### src/rtl/dense_seq_ctrl_if.sv
// Bus bundle for the dense-layer sequencer: layer handshake, memory read
// ports, sigmoid LUT lookup and result write port.
interface dense_seq_ctrl_if #(
  parameter int N_IN  = 1600,
  parameter int N_OUT = 10,
  parameter int IMG_W = 12,
  parameter int W_W   = 4,
  parameter int B_W   = 4
);
  localparam int X_W  = (N_OUT > 1) ? $clog2(N_OUT) : 1;
  localparam int J_W  = (N_IN > 1) ? $clog2(N_IN) : 1;
  localparam int WA_W = (N_IN * N_OUT > 1) ? $clog2(N_IN * N_OUT) : 1;

  logic              start;
  logic              stall;
  logic              busy;
  logic              done;
  logic              rd_en;
  logic [J_W-1:0]    img_addr;
  logic [WA_W-1:0]   w_addr;
  logic [X_W-1:0]    b_addr;
  logic [IMG_W-1:0]  img_rdata;
  logic [W_W-1:0]    w_rdata;
  logic [B_W-1:0]    b_rdata;
  logic [7:0]        lut_idx;
  logic [15:0]       lut_data;
  logic              out_we;
  logic [X_W-1:0]    out_addr;
  logic [15:0]       out_data;

  modport master (
    input  start, stall, img_rdata, w_rdata, b_rdata, lut_data,
    output busy, done, rd_en, img_addr, w_addr, b_addr, lut_idx,
           out_we, out_addr, out_data
  );

  modport slave (
    output start, stall, img_rdata, w_rdata, b_rdata, lut_data,
    input  busy, done, rd_en, img_addr, w_addr, b_addr, lut_idx,
           out_we, out_addr, out_data
  );
endinterface

### src/rtl/dense_seq_ctrl.sv
// Dense output-layer sequencer: walks neuron x / input j, drives the image,
// weight and bias reads, runs one signed MAC and writes sigmoid(acc) per neuron.
module dense_seq_ctrl #(
  parameter int N_IN    = 1600,
  parameter int N_OUT   = 10,
  parameter int IMG_W   = 12,
  parameter int W_W     = 4,
  parameter int B_W     = 4,
  parameter int ACC_W   = 32,
  parameter int LUT_LSB = 24
) (
  input  logic              clock,
  input  logic              rst_n,
  dense_seq_ctrl_if.master  bus
);
  localparam int X_W  = (N_OUT > 1) ? $clog2(N_OUT) : 1;
  localparam int J_W  = (N_IN > 1) ? $clog2(N_IN) : 1;
  localparam int WA_W = (N_IN * N_OUT > 1) ? $clog2(N_IN * N_OUT) : 1;
  localparam int P_W  = IMG_W + W_W;

  localparam logic [X_W-1:0]  X_MAX  = X_W'(N_OUT - 1);
  localparam logic [J_W-1:0]  J_MAX  = J_W'(N_IN - 1);
  localparam logic [X_W-1:0]  X_ONE  = X_W'(1);
  localparam logic [J_W-1:0]  J_ONE  = J_W'(1);
  localparam logic [WA_W-1:0] WA_ONE = WA_W'(1);

  typedef enum logic [2:0] {
    S_IDLE    = 3'd0,
    S_FETCH_B = 3'd1,
    S_MAC     = 3'd2,
    S_DRAIN   = 3'd3,
    S_WRITE   = 3'd4,
    S_DONE    = 3'd5
  } state_t;

  state_t            state_q, state_d;
  logic [X_W-1:0]    x_q, x_d;
  logic [J_W-1:0]    j_q, j_d;
  logic [WA_W-1:0]   wa_q, wa_d;
  logic [ACC_W-1:0]  acc_q, acc_d;
  logic              pend_q, pend_d;
  logic              busy_q, rd_en_q, out_we_q, done_q;

  logic signed [P_W-1:0] img_ext_s, w_ext_s, prod_s;
  logic [ACC_W-1:0]      prod_ext_s, bias_ext_s;

  // Full-width signed product, sign-extended into the accumulator domain.
  assign img_ext_s  = {{W_W{bus.img_rdata[IMG_W-1]}}, bus.img_rdata};
  assign w_ext_s    = {{IMG_W{bus.w_rdata[W_W-1]}}, bus.w_rdata};
  assign prod_s     = img_ext_s * w_ext_s;
  assign prod_ext_s = {{(ACC_W-P_W){prod_s[P_W-1]}}, prod_s};
  assign bias_ext_s = {{(ACC_W-B_W){bus.b_rdata[B_W-1]}}, bus.b_rdata};

  // Next-state, index and accumulator update; stall freezes everything except
  // remembering a start that arrives while idle.
  always_comb begin
    state_d = state_q;
    x_d     = x_q;
    j_d     = j_q;
    wa_d    = wa_q;
    acc_d   = acc_q;
    pend_d  = pend_q;
    if (bus.stall) begin
      if ((state_q == S_IDLE) && bus.start) begin
        pend_d = 1'b1;
      end else begin
        pend_d = pend_q;
      end
    end else begin
      case (state_q)
        S_IDLE: begin
          if (bus.start || pend_q) begin
            state_d = S_FETCH_B;
            x_d     = '0;
            j_d     = '0;
            wa_d    = '0;
            pend_d  = 1'b0;
          end else begin
            state_d = S_IDLE;
          end
        end
        S_FETCH_B: begin
          state_d = S_MAC;
          j_d     = '0;
        end
        S_MAC: begin
          if (j_q == '0) begin
            acc_d = bias_ext_s;
          end else begin
            acc_d = acc_q + prod_ext_s;
          end
          if (j_q == J_MAX) begin
            state_d = S_DRAIN;
          end else begin
            j_d  = j_q + J_ONE;
            wa_d = wa_q + WA_ONE;
          end
        end
        S_DRAIN: begin
          acc_d   = acc_q + prod_ext_s;
          state_d = S_WRITE;
        end
        S_WRITE: begin
          if (x_q == X_MAX) begin
            state_d = S_DONE;
          end else begin
            // Weight row of neuron x+1 starts right after the last entry of row x.
            x_d     = x_q + X_ONE;
            j_d     = '0;
            wa_d    = wa_q + WA_ONE;
            state_d = S_FETCH_B;
          end
        end
        S_DONE:  state_d = S_IDLE;
        default: state_d = S_IDLE;
      endcase
    end
  end

  // State, datapath and output registers; outputs are decoded from the next state.
  always_ff @(posedge clock) begin
    if (!rst_n) begin
      state_q  <= S_IDLE;
      x_q      <= '0;
      j_q      <= '0;
      wa_q     <= '0;
      acc_q    <= '0;
      pend_q   <= 1'b0;
      busy_q   <= 1'b0;
      rd_en_q  <= 1'b0;
      out_we_q <= 1'b0;
      done_q   <= 1'b0;
    end else begin
      state_q  <= state_d;
      x_q      <= x_d;
      j_q      <= j_d;
      wa_q     <= wa_d;
      acc_q    <= acc_d;
      pend_q   <= pend_d;
      busy_q   <= (state_d != S_IDLE);
      rd_en_q  <= (state_d == S_FETCH_B) || (state_d == S_MAC);
      out_we_q <= (state_d == S_WRITE);
      done_q   <= (state_d == S_DONE);
    end
  end

  // Strobes are suppressed during the stalled cycle itself.
  assign bus.busy     = busy_q;
  assign bus.rd_en    = rd_en_q & ~bus.stall;
  assign bus.out_we   = out_we_q & ~bus.stall;
  assign bus.done     = done_q & ~bus.stall;
  assign bus.img_addr = j_q;
  assign bus.w_addr   = wa_q;
  assign bus.b_addr   = x_q;
  assign bus.out_addr = x_q;
  assign bus.lut_idx  = acc_q[LUT_LSB +: 8];
  assign bus.out_data = bus.lut_data;
endmodule
### src/flat_wrapper.sv
// flat-port wrapper written by rule: the top's interface ports become plain ports
module dense_seq_ctrl_flat 
#(
  parameter int N_IN    = 1600,
  parameter int N_OUT   = 10,
  parameter int IMG_W   = 12,
  parameter int W_W     = 4,
  parameter int B_W     = 4,
  parameter int ACC_W   = 32,
  parameter int LUT_LSB = 24
)
  (clock, rst_n, bus_start, bus_stall, bus_img_rdata, bus_w_rdata, bus_b_rdata, bus_lut_data, bus_busy, bus_done, bus_rd_en, bus_img_addr, bus_w_addr, bus_b_addr, bus_lut_idx, bus_out_we, bus_out_addr, bus_out_data);
  dense_seq_ctrl_if #(.N_IN(N_IN), .N_OUT(N_OUT), .IMG_W(IMG_W), .W_W(W_W), .B_W(B_W)) bus_i ();
  input  logic clock;
  input  logic rst_n;
  input wire logic [$bits(bus_i.start)-1:0] bus_start;
  input wire logic [$bits(bus_i.stall)-1:0] bus_stall;
  input wire logic [$bits(bus_i.img_rdata)-1:0] bus_img_rdata;
  input wire logic [$bits(bus_i.w_rdata)-1:0] bus_w_rdata;
  input wire logic [$bits(bus_i.b_rdata)-1:0] bus_b_rdata;
  input wire logic [$bits(bus_i.lut_data)-1:0] bus_lut_data;
  output wire logic [$bits(bus_i.busy)-1:0] bus_busy;
  output wire logic [$bits(bus_i.done)-1:0] bus_done;
  output wire logic [$bits(bus_i.rd_en)-1:0] bus_rd_en;
  output wire logic [$bits(bus_i.img_addr)-1:0] bus_img_addr;
  output wire logic [$bits(bus_i.w_addr)-1:0] bus_w_addr;
  output wire logic [$bits(bus_i.b_addr)-1:0] bus_b_addr;
  output wire logic [$bits(bus_i.lut_idx)-1:0] bus_lut_idx;
  output wire logic [$bits(bus_i.out_we)-1:0] bus_out_we;
  output wire logic [$bits(bus_i.out_addr)-1:0] bus_out_addr;
  output wire logic [$bits(bus_i.out_data)-1:0] bus_out_data;
  assign bus_i.start = bus_start;
  assign bus_i.stall = bus_stall;
  assign bus_i.img_rdata = bus_img_rdata;
  assign bus_i.w_rdata = bus_w_rdata;
  assign bus_i.b_rdata = bus_b_rdata;
  assign bus_i.lut_data = bus_lut_data;
  assign bus_busy = bus_i.busy;
  assign bus_done = bus_i.done;
  assign bus_rd_en = bus_i.rd_en;
  assign bus_img_addr = bus_i.img_addr;
  assign bus_w_addr = bus_i.w_addr;
  assign bus_b_addr = bus_i.b_addr;
  assign bus_lut_idx = bus_i.lut_idx;
  assign bus_out_we = bus_i.out_we;
  assign bus_out_addr = bus_i.out_addr;
  assign bus_out_data = bus_i.out_data;
  dense_seq_ctrl #(.N_IN(N_IN), .N_OUT(N_OUT), .IMG_W(IMG_W), .W_W(W_W), .B_W(B_W), .ACC_W(ACC_W), .LUT_LSB(LUT_LSB)) u_core (.clock(clock), .rst_n(rst_n), .bus(bus_i));
endmodule
### config.mk
export PLATFORM = sky130hd
export DESIGN_NAME = dense_seq_ctrl_flat
export DESIGN_NICKNAME = d
export VERILOG_FILES = /design/src/rtl/dense_seq_ctrl_if.sv /design/src/rtl/dense_seq_ctrl.sv /design/src/flat_wrapper.sv
export SDC_FILE = /design/constraint.sdc
export NUM_CORES = 1
export LEC_CHECK = 0
export CORE_MARGIN = 4
export CORE_UTILIZATION = 50
export DETAILED_ROUTE_END_ITERATION = 8
export PLACE_DENSITY = 0.76
export REMOVE_ABC_BUFFERS = 1
export SYNTH_ARGS = -nofsm -noshare
export SYNTH_HDL_FRONTEND = slang
export SYNTH_SLANG_ARGS = --single-unit
### constraint.sdc
create_clock -name clock -period 19.4 [get_ports clock]
set_clock_uncertainty 0.15 [all_clocks]
set_input_delay 5.82 -clock clock [delete_from_list [all_inputs] [get_ports clock]]
set_output_delay 5.82 -clock clock [all_outputs]
set_load 0.02 [all_outputs]
==> summary.txt <==
Detailed routing
  – DRT Wirelength: between 10000 and 15000 µm
  – Post-route DRC: 0
  – Avg WL per Cell: about 14 µm
  – DR vias: around 5400
  – Post-route ant nets: 0
  – Drt pass-1 iters: 5
  – Vias/cell: ~5.6
  – DRT iter0 DRCs: 297

Placed design
  – Post-detail-place hpwl: roughly 11000 µm
  – Placer Congestion: 0.8666
  – Area post-placement: a little under 0.007 mm²
  – IO Port Bufs: 68

Logic synthesis
  – Count of cell types in the netlist: between 50 and 60
  – Top area cells in the synthesized netlist: dfxtp_1 (22%), ha_1 (13%), fa_1 (8.4%), a21oi_1 (6.3%), o21ai_0 (5.3%)
  – Top cell type by total area after synthesis: dfxtp_1
  – Post-Synthesis Cells: roughly 750
  – Main synth FF type: dfxtp_1
  – Mean post-synth cell area: 8.185 µm²
  – Fraction of registers with async set/reset: 0%
  – Ys Warns: 0
  – Area of the mapped netlist: between 0.006 and 0.007 mm²
  – Post-synth top area share: 22.41%
  – Post-synthesis sequential area ratio: 22.41%
  – Post-synth EDFFs: 0
  – Register bit total from synthesis: 69

Global routing
  – Antenna violations before repair: 0
  – Total track usage: between 10% and 20%
  – Total grt overflow: 0
  – First-pass GRT wire length: between 20000 and 25000 µm
  – Vias in the first global route: between 5000 and 6000
  – Largest net degree at the start of global routing: 39

Worst setup path
  – Worst Setup EP: bus_out_we
  – Reg2reg start: u_core.acc_q[0]
  – CP Launch Type: primary input
  – Worst endpoint required time: around 13 ns
  – FF-to-FF path depth: 11
  – Setup crit start: bus_stall
  – Worst Path Max Fanout: 13
  – Endpoint class of the critical path: output pin
  – Worst EP arrival: 7.32 ns
  – Flop-to-flop setup slack: around 16 ns
  – Critical path class: in -> out
  – Crit Reg-Reg Endpoint: u_core.acc_q[24]

Clock network
  – CTS Buffer Depth: 2
  – Htree depth: 3
  – Clk slew on worst S/H paths: 0.06 ns
  – CTS tree: built
  – CTS Buf Count: 9
  – CTS resizes: 0
  – Sink Count: 69
  – Clock insertion delay at the later pin of the skew report: about 0.34 ns
  – Root Buffer: clkbuf_16
  – CTS Hold Bufs: 0
  – Post-CTS setup repair buffer count: 0

Cells and area
  – Commonest non-fill, non-tap cells in the layout: a21oi_1 (77), dfxtp_1 (69), clkdlybuf4s50_1 (68), nand2_1 (66), o21ai_0 (65)
  – Antenna Cells: 0
  – Finished Core Util: between 50% and 60%
  – Growth of design area from synthesis to finish: 14.86%
  – Final instance area: just over 0.007 mm²
  – # nets final: approximately 900
  – Commonest non-fill, non-tap cell in the layout: a21oi_1
  – Layout cells sized above 1: under 10%

Die
  – CORE AREA: about 0.012 mm²
  – I/O Pins: 101
  – Std-Cell Rows: 40
  – Die Span X: about 120 µm
  – Initial cell density of the core: around 51%
  – Die Footprint: around 0.014 mm²
  – Die H: ~120 µm

Timing
  – Post-route minimum period: around 13 ns
  – Final TNS setup: 0 ns
  – Worst Tran Pin Value: 1.219 ns
  – Slew Viols, Final: 0
  – RSZ-0062 raised after global routing: false
  – Final setup violation count: 0
  – Period Utilization, post-route: roughly two thirds
  – Highest Clock Rate: 75.23 MHz
  – Final count of hold timing violations: 0
  – Slew HR: 17.88%

Pwr
  – PwrDens: a little under 90 mW/mm²
  – Worst vdd ir: ~50 µV
  – Internal power: around 0.38 mW
  – Sw Share: between 30 and 40%
  – Power share of the sequential group: 24.3%
  – Logic pwr share: about half
  – Pleak: 2.931 nW
  – Sw power: roughly 0.25 mW
  – Clock power frac: between 20% and 30%

Run status
  – Status: finished clean

Job
  – Max Cap Viol: 0

Hold path
  – Hold Path Depth: 2
  – Hold WC Path Type: reg -> reg
==> registers in the layout (all words and copies together) (netlist names) <==
name and flops:
u_core.acc_q 32, u_core.bus.busy 1, u_core.pend_q 1, u_core.out_we_q 1
u_core.done_q 1, u_core.bus.w_addr 14, u_core.bus.b_addr 4, u_core.state_q 3
u_core.rd_en_q 1, u_core.bus.img_addr 11
==> cells in the mapped netlist, types with 2 or more instances <==
| master | n |
|---|---|
| xnor2_1 | 30 |
| o41a_1 | 2 |
| o21ai_1 | 3 |
| o31ai_1 | 3 |
| a221oi_1 | 2 |
| and3_1 | 9 |
| or2_2 | 4 |
| nand3_1 | 9 |
| buf_4 | 28 |
| o21ai_0 | 65 |
| mux2i_1 | 3 |
| a211oi_1 | 8 |
| nor2_1 | 56 |
| nor2b_1 | 9 |
| a21oi_1 | 77 |
| dfxtp_1 | 69 |
| o21bai_1 | 7 |
| buf_2 | 3 |
| o21a_1 | 5 |
| nor3_1 | 13 |
| xor2_1 | 26 |
| clkbuf_1 | 21 |
| o211ai_1 | 4 |
| a21o_1 | 13 |
| nand4_1 | 13 |
| o211a_1 | 2 |
| and4_1 | 2 |
| nand2b_1 | 2 |
| inv_1 | 25 |
| nand2_1 | 66 |
| and2_1 | 35 |
| ha_1 | 64 |
| or3_1 | 13 |
| fa_1 | 26 |
| a31oi_1 | 9 |
| a311oi_1 | 3 |
| o41ai_1 | 2 |
| nor3b_1 | 3 |
| a2111oi_0 | 2 |
==> how the worst min path moves through the flow <==
stage	start	endpoint	slack, ns
after floorplan	u_core.acc_q[2]	u_core.acc_q[2]	0.29
after global placement	u_core.pend_q	u_core.pend_q	0.30
after detailed placement	u_core.pend_q	u_core.pend_q	0.31
after CTS	u_core.pend_q	u_core.pend_q	0.32
after global routing	u_core.pend_q	u_core.pend_q	0.34
final	u_core.pend_q	u_core.pend_q	0.32
==> power groups by stage <==
stage,Combinational (mW),Sequential [mW],Clock [mW]
finish,0.313,0.152,0.162
global route,0.355,0.153,0.169
CTS,0.313,0.152,0.164
detailed placement,0.310,0.155,0
global placement,0.303,0.155,0
floorplan,0.243,0.157,0
==> area by class of cell <==
type / count / area (µm²)
Fill cell: 1065 / 4982
Multi-Input combinational cell: 607 / 4387
Sequential cell: 69 / 1381
Timing Repair Buffer: 72 / 710.7
Clock buffer: 12 / 266.5
Tap cell: 168 / 210.2
Inverter: 25 / 93.84
Clock inverter: 4 / 30.03
==> worst max-delay path: stages <==
cell,delay (ns)
clkdlybuf4s50_1,0.64
nor2b_1,0.23
clkdlybuf4s50_1,0.63
==> logic make-up after synthesis <==
logic type | synth area share [%]
xor gates and xnor gates | 8.343
buffers and inverters | 6.456
muxes | 0.4872
AOI/OAI and AO/OA | 21.56
DFF | 22.41
and+or+nand+nor | 19.31
adders and majority gates | 21.44
==> metrics by stage <==
step	hold slack (ns)	std cells	setup WS, ns	power, mW
5_1_grt	0.3436	957	6.029	0.6768
2_1_floorplan	0.2862	701	7.306	0.3996
3_5_place_dp	0.3081	941	6.118	0.4654
6_report	0.3193	957	6.108	0.6270
3_3_place_gp	0.3007	941	6.161	0.4578
4_1_cts	0.3208	957	6.101	0.6288
==> layer usage <==
metal | share of wire (%) | track usage (%) | vias to the layer above
li1 | - | - | 2704
met1 | 46 | 25.28 | 2562
met2 | 48 | 32.96 | 122
met3 | 4.5 | 4.891 | 16
met4 | 1.2 | 5.648 | 0
met5 | 0 | 1.103 | -
Power figures use the tool's default switching activity.
==> patch 1 (same flow settings) <==
`N_IN` is set to 1600 in 3 places; all go to 400.
--- a/src/rtl/dense_seq_ctrl_if.sv
+++ b/src/rtl/dense_seq_ctrl_if.sv
@@ -1,7 +1,7 @@
 // Bus bundle for the dense-layer sequencer: layer handshake, memory read
 // ports, sigmoid LUT lookup and result write port.
 interface dense_seq_ctrl_if #(
-  parameter int N_IN  = 1600,
+  parameter int N_IN  = 400,
   parameter int N_OUT = 10,
   parameter int IMG_W = 12,
   parameter int W_W   = 4,
--- a/src/rtl/dense_seq_ctrl.sv
+++ b/src/rtl/dense_seq_ctrl.sv
@@ -1,7 +1,7 @@
 // Dense output-layer sequencer: walks neuron x / input j, drives the image,
 // weight and bias reads, runs one signed MAC and writes sigmoid(acc) per neuron.
 module dense_seq_ctrl #(
-  parameter int N_IN    = 1600,
+  parameter int N_IN    = 400,
   parameter int N_OUT   = 10,
   parameter int IMG_W   = 12,
   parameter int W_W     = 4,
--- a/src/flat_wrapper.sv
+++ b/src/flat_wrapper.sv
@@ -1,7 +1,7 @@
 // flat-port wrapper written by rule: the top's interface ports become plain ports
 module dense_seq_ctrl_flat 
 #(
-  parameter int N_IN    = 1600,
+  parameter int N_IN    = 400,
   parameter int N_OUT   = 10,
   parameter int IMG_W   = 12,
   parameter int W_W     = 4,
Ports: changed (resized bus_img_addr and bus_w_addr); port bits go from 101 to 97. The function was not compared with the original's and may differ.
==> patch 1 against the original RTL <==
Setup slack worse by 0.020 ns. Total power is 3.2% higher. Design area is 0.27% higher. Area after synthesis is 2.1% higher. Critical path depth stayed put. Count of clock-buffer cells in the layout is 3 lower. Critical endpoint is now bus_done. Routed wire length is 6.9% higher. Sequential cell count is 4 lower.
==> patch 1: results (changes against the original RTL) <==
Cells and area
  • Final Non-Filler Cells: 980 (was 957)
  • Layout cells sized above 1: 3.82% (was 3.93%)
  • Layout net count: 937 (was 914)

Power and ir drop
  • Leak: 3.03 nW (was 2.93 nW)

GRT
  • Met1 usage: 26.1% (was 25.3%)
  • Largest net degree at the start of global routing: 37 (was 39)
  • Global-route wire length before repair: 25.0 mm (was 23.8 mm)
  • Vias in the first global route: 5321 (was 5296)
  • Met3 GRT Util: 5.56% (was 4.89%)
  • Met2 usage: 34.7% (was 33.0%)

Route
  • Routed len/inst: 15.1 um (was 14.5 um)
  • Initial drt markers: 317 (was 297)

Setup path
  • R2r startpoint: u_core.state_q[2]$_SDFF_PN0_ (was u_core.acc_q[0]$_SDFFE_PN0P_)
  • Data arrival, critical path: 7.34 ns (was 7.32 ns)
  • CP max FO: 14 (was 13)

Placed design
  • Place WS: 6.10 ns (was 6.12 ns)
  • Placed cells: 964 (was 941)
  • GPL Wtd Cong: 0.914 (was 0.867)

Timing
  • Rel. slew slack: 23.0% (was 17.9%)

Logic synthesis
  • Post-synth top cells: a21oi_1 (77), nor2_1 (76), dfxtp_1 (65) (was a21oi_1 (77), dfxtp_1 (69), nand2_1 (66))
  • Post-synthesis instance total: 793 (was 753)
  • Synth Area in XOR/XNOR: 7.78% (was 8.34%)
  • Netlist cell types: 60 (was 56)
  • Area contributors post-synth: dfxtp_1 (21%), ha_1 (13%), fa_1 (8.3%) (was dfxtp_1 (22%), ha_1 (13%), fa_1 (8.4%))
  • Adder-Cell Fraction of Synth Area: 21.0% (was 21.4%)
  • Fraction of the yosys area taken by sequential cells: 20.7% (was 22.4%)
  • Mux cell area share after synthesis: 0.477% (was 0.487%)

Outcome
  • Status: finished clean (unchanged)
[patch 1: logic make-up after synthesis]
logic type	after synthesis
AND/OR/NAND/NOR	277
AO/OA/AOI/OAI	213
buffers and inverters	90
adder cells (fa/ha/maj)	90
flip-flops	65
XOR/XNOR	55
multiplexers	3
[patch 1: area by class of cell]
class	count	area [um2]
fillers	1087	5060
flip-flops and latches	65	1300
repair buffers	66	656
clock buffers	9	225
clock inverters	7	77.6
inverters	27	101
multi-input cells	638	4530
well taps	168	210
[patch 1: per-layer routing]
layer | part of all wire [%] | routed length (um) | vias to the layer above
li1 | - | - | 2794
met1 | 45 | 6630 | 2683
met2 | 48 | 7110 | 178
met3 | 6.0 | 885 | 25
met4 | 1.4 | 215 | 0
met5 | 0 | 0 | -
[patch 1: through the flow]
step	total power, W	utilization (%)	hold slack, ns	instance area (um2)
2_1_floorplan	0.000405	-	0.286	5930
3_3_place_gp	0.000473	55.9	0.307	6800
3_5_place_dp	0.000478	55.9	0.327	6800
4_1_cts	0.000648	58.4	0.335	7100
5_1_grt	0.000696	58.4	0.374	7100
6_report	0.000647	58.4	0.340	7100
[patch 1: worst max-delay path: stages]
cell and delay, ns:
clkdlybuf4s50_1 0.67, nor2b_1 0.22, clkdlybuf4s50_1 0.63
[patch 1: final timing paths]
check / depth (start not counted) / slack, ns / to
min: 2 / 0.34 / u_core.acc_q[2]$_SDFFE_PN0P_
max reg2reg: 7 / 16.13 / u_core.acc_q[29]$_SDFFE_PN0P_
min reg2reg: 2 / 0.34 / u_core.acc_q[2]$_SDFFE_PN0P_
max: 3 / 6.09 / bus_done
[patch 1: power by group]
part	internal, W	total (W)	switching, W
logic	0.000133	0.000338	0.000205
registers	0.000139	0.000143	0.00000460
clock network	0.000101	0.000166	0.0000657
total	0.000372	0.000647	0.000275
==> patch 2 (same settings) <==
Made on the original files. Re-encode `state_t` (6 states) as Gray code, 3 bits wide.
--- a/src/rtl/dense_seq_ctrl.sv
+++ b/src/rtl/dense_seq_ctrl.sv
@@ -25,12 +25,12 @@
   localparam logic [WA_W-1:0] WA_ONE = WA_W'(1);
 
   typedef enum logic [2:0] {
-    S_IDLE    = 3'd0,
-    S_FETCH_B = 3'd1,
-    S_MAC     = 3'd2,
-    S_DRAIN   = 3'd3,
-    S_WRITE   = 3'd4,
-    S_DONE    = 3'd5
+    S_IDLE    = 3'b000,
+    S_FETCH_B = 3'b001,
+    S_MAC     = 3'b011,
+    S_DRAIN   = 3'b010,
+    S_WRITE   = 3'b110,
+    S_DONE    = 3'b111
   } state_t;
 
   state_t            state_q, state_d;
Function: no difference found for any inputs over 4 cycles, from zero or initial values and one cycle with rst_n low; so few cycles prove little.
==> patch 2 against the original RTL <==
Die area is 4.1% higher. Via count is 2.2% higher. First-iteration DRC count down 8.4%. Area after synthesis is 4.4% higher. Design area up 3.4%. Setup slack better by 0.0034 ns. Non-clock buffer count did not move. Routed wire length rose by 0.42%. Sequential cell count unchanged. Synthesized cell count up 4.6%. Global-route usage decreased by 0.42 points. Register-to-register slack worse by 0.23 ns. Total power grew 6.8%. Critical endpoint unchanged. Largest cell class unchanged. Largest power group unchanged.
==> patch 2: results (changes against the original RTL) <==
Route
  • Metal-1 WL: 6.59 mm (was 6.44 mm)
  • Routed len/inst: 14.1 um (was 14.5 um)
  • Vias per cell: 5.59 (was 5.65)
  • Met3 WL: 782 um (was 626 um)
  • Wire length on met2: 6.34 mm (was 6.64 mm)
  • Drt first pass iters: 5 (unchanged)
  • Initial drt markers: 272 (was 297)

Logic synthesis
  • Netlist cell types: 69 (was 56)
  • Synth Area in XOR/XNOR: 8.87% (was 8.34%)
  • Adder-Cell Fraction of Synth Area: 20.5% (was 21.4%)
  • Mux cell area share after synthesis: 0.156% (was 0.487%)
  • Syn Area/Cell: 8.16 um2 (was 8.19 um2)
  • Area contributors post-synth: dfxtp_1 (21%), ha_1 (12%), fa_1 (8.1%) (was dfxtp_1 (22%), ha_1 (13%), fa_1 (8.4%))

Placed design
  • Place WS: 6.11 ns (was 6.12 ns)
  • Placed cells: 972 (was 941)
  • HPWL Detailed: 10.5 mm (was 10.6 mm)
  • GPL Wtd Cong: 0.876 (was 0.867)

Power and ir drop
  • Combinational power share: 52.0% (was 49.9%)
  • Clk pwr: 0.000166 W (was 0.000162 W)
  • Leak: 3.18 nW (was 2.93 nW)
  • VDD IR-drop max: 0.0510 mV (was 0.0490 mV)
  • Internal: 0.000398 W (was 0.000377 W)

Cells and area
  • ClkCell Share: 4.12% (was 4.19%)
  • Filler Cells Inserted: 1179 (was 1065)
  • Layout cells sized above 1: 4.66% (was 3.93%)
  • Layout net count: 941 (was 914)
  • Fraction of area in multi-input gates: 62.9% (was 62.0%)
  • #MultiIn Comb: 631 (was 607)
  • Non-clock buffer share: 9.71% (was 10.0%)

Timing
  • Tmin final: 13.29 ns (about the same)
  • Rel. slew slack: 33.7% (was 17.9%)

GRT
  • Met2 usage: 30.3% (was 33.0%)
  • Largest net degree at the start of global routing: 40 (was 39)
  • Met1 usage: 26.5% (was 25.3%)
  • GR Util All Layers: 19.4% (was 19.8%)
  • Global-route wire length before repair: 23.8 mm (about the same)
  • Met3 GRT Util: 4.66% (was 4.89%)

Outcome
  • Status: finished clean (unchanged)

Min path
  • Hold Crit Endpoint: u_core.acc_q[2]$_SDFFE_PN0P_ (was u_core.pend_q$_SDFFE_PN0P_)
  • Hold path start: u_core.acc_q[2]$_SDFFE_PN0P_ (was u_core.pend_q$_SDFFE_PN0P_)

Setup path
  • R2R Path End: u_core.acc_q[30]$_SDFFE_PN0P_ (was u_core.acc_q[24]$_SDFFE_PN0P_)
  • Setup slack, reg-to-reg: 15.94 ns (was 16.17 ns)
  • CP max FO: 11 (was 13)
==> patch 2: changes by cell type after synthesis, sizes merged, moves of 5 or more <==
cell   before  now
nand3       9   17
or3        13    6
nand2      66   50
a31oi       9    4
o21ai      68   49
a21o       13   25
a21oi      77   72
nor2       56   85
==> patch 2: worst max-delay path by stage <==
stage / start / depth (start not counted) / to
after floorplan: bus_stall / 1 / bus_done
after global placement: bus_stall / 3 / bus_out_we
after detailed placement: bus_stall / 3 / bus_out_we
after CTS: bus_stall / 3 / bus_out_we
after global routing: bus_stall / 3 / bus_out_we
final: bus_stall / 3 / bus_out_we
==> patch 2: worst max-delay path, stage by stage <==
cell and delay (ns):
clkdlybuf4s50_1 0.62, nor2b_1 0.25, clkdlybuf4s50_1 0.63
==> patch 2: through the flow <==
step,area [um2],power (W),utilization (%)
detailed placement,7020,0.000503,55.6
floorplan,6090,0.000431,-
finish,7320,0.000670,58.0
CTS,7320,0.000673,58.0
global route,7320,0.000724,58.0
global placement,7020,0.000499,55.6
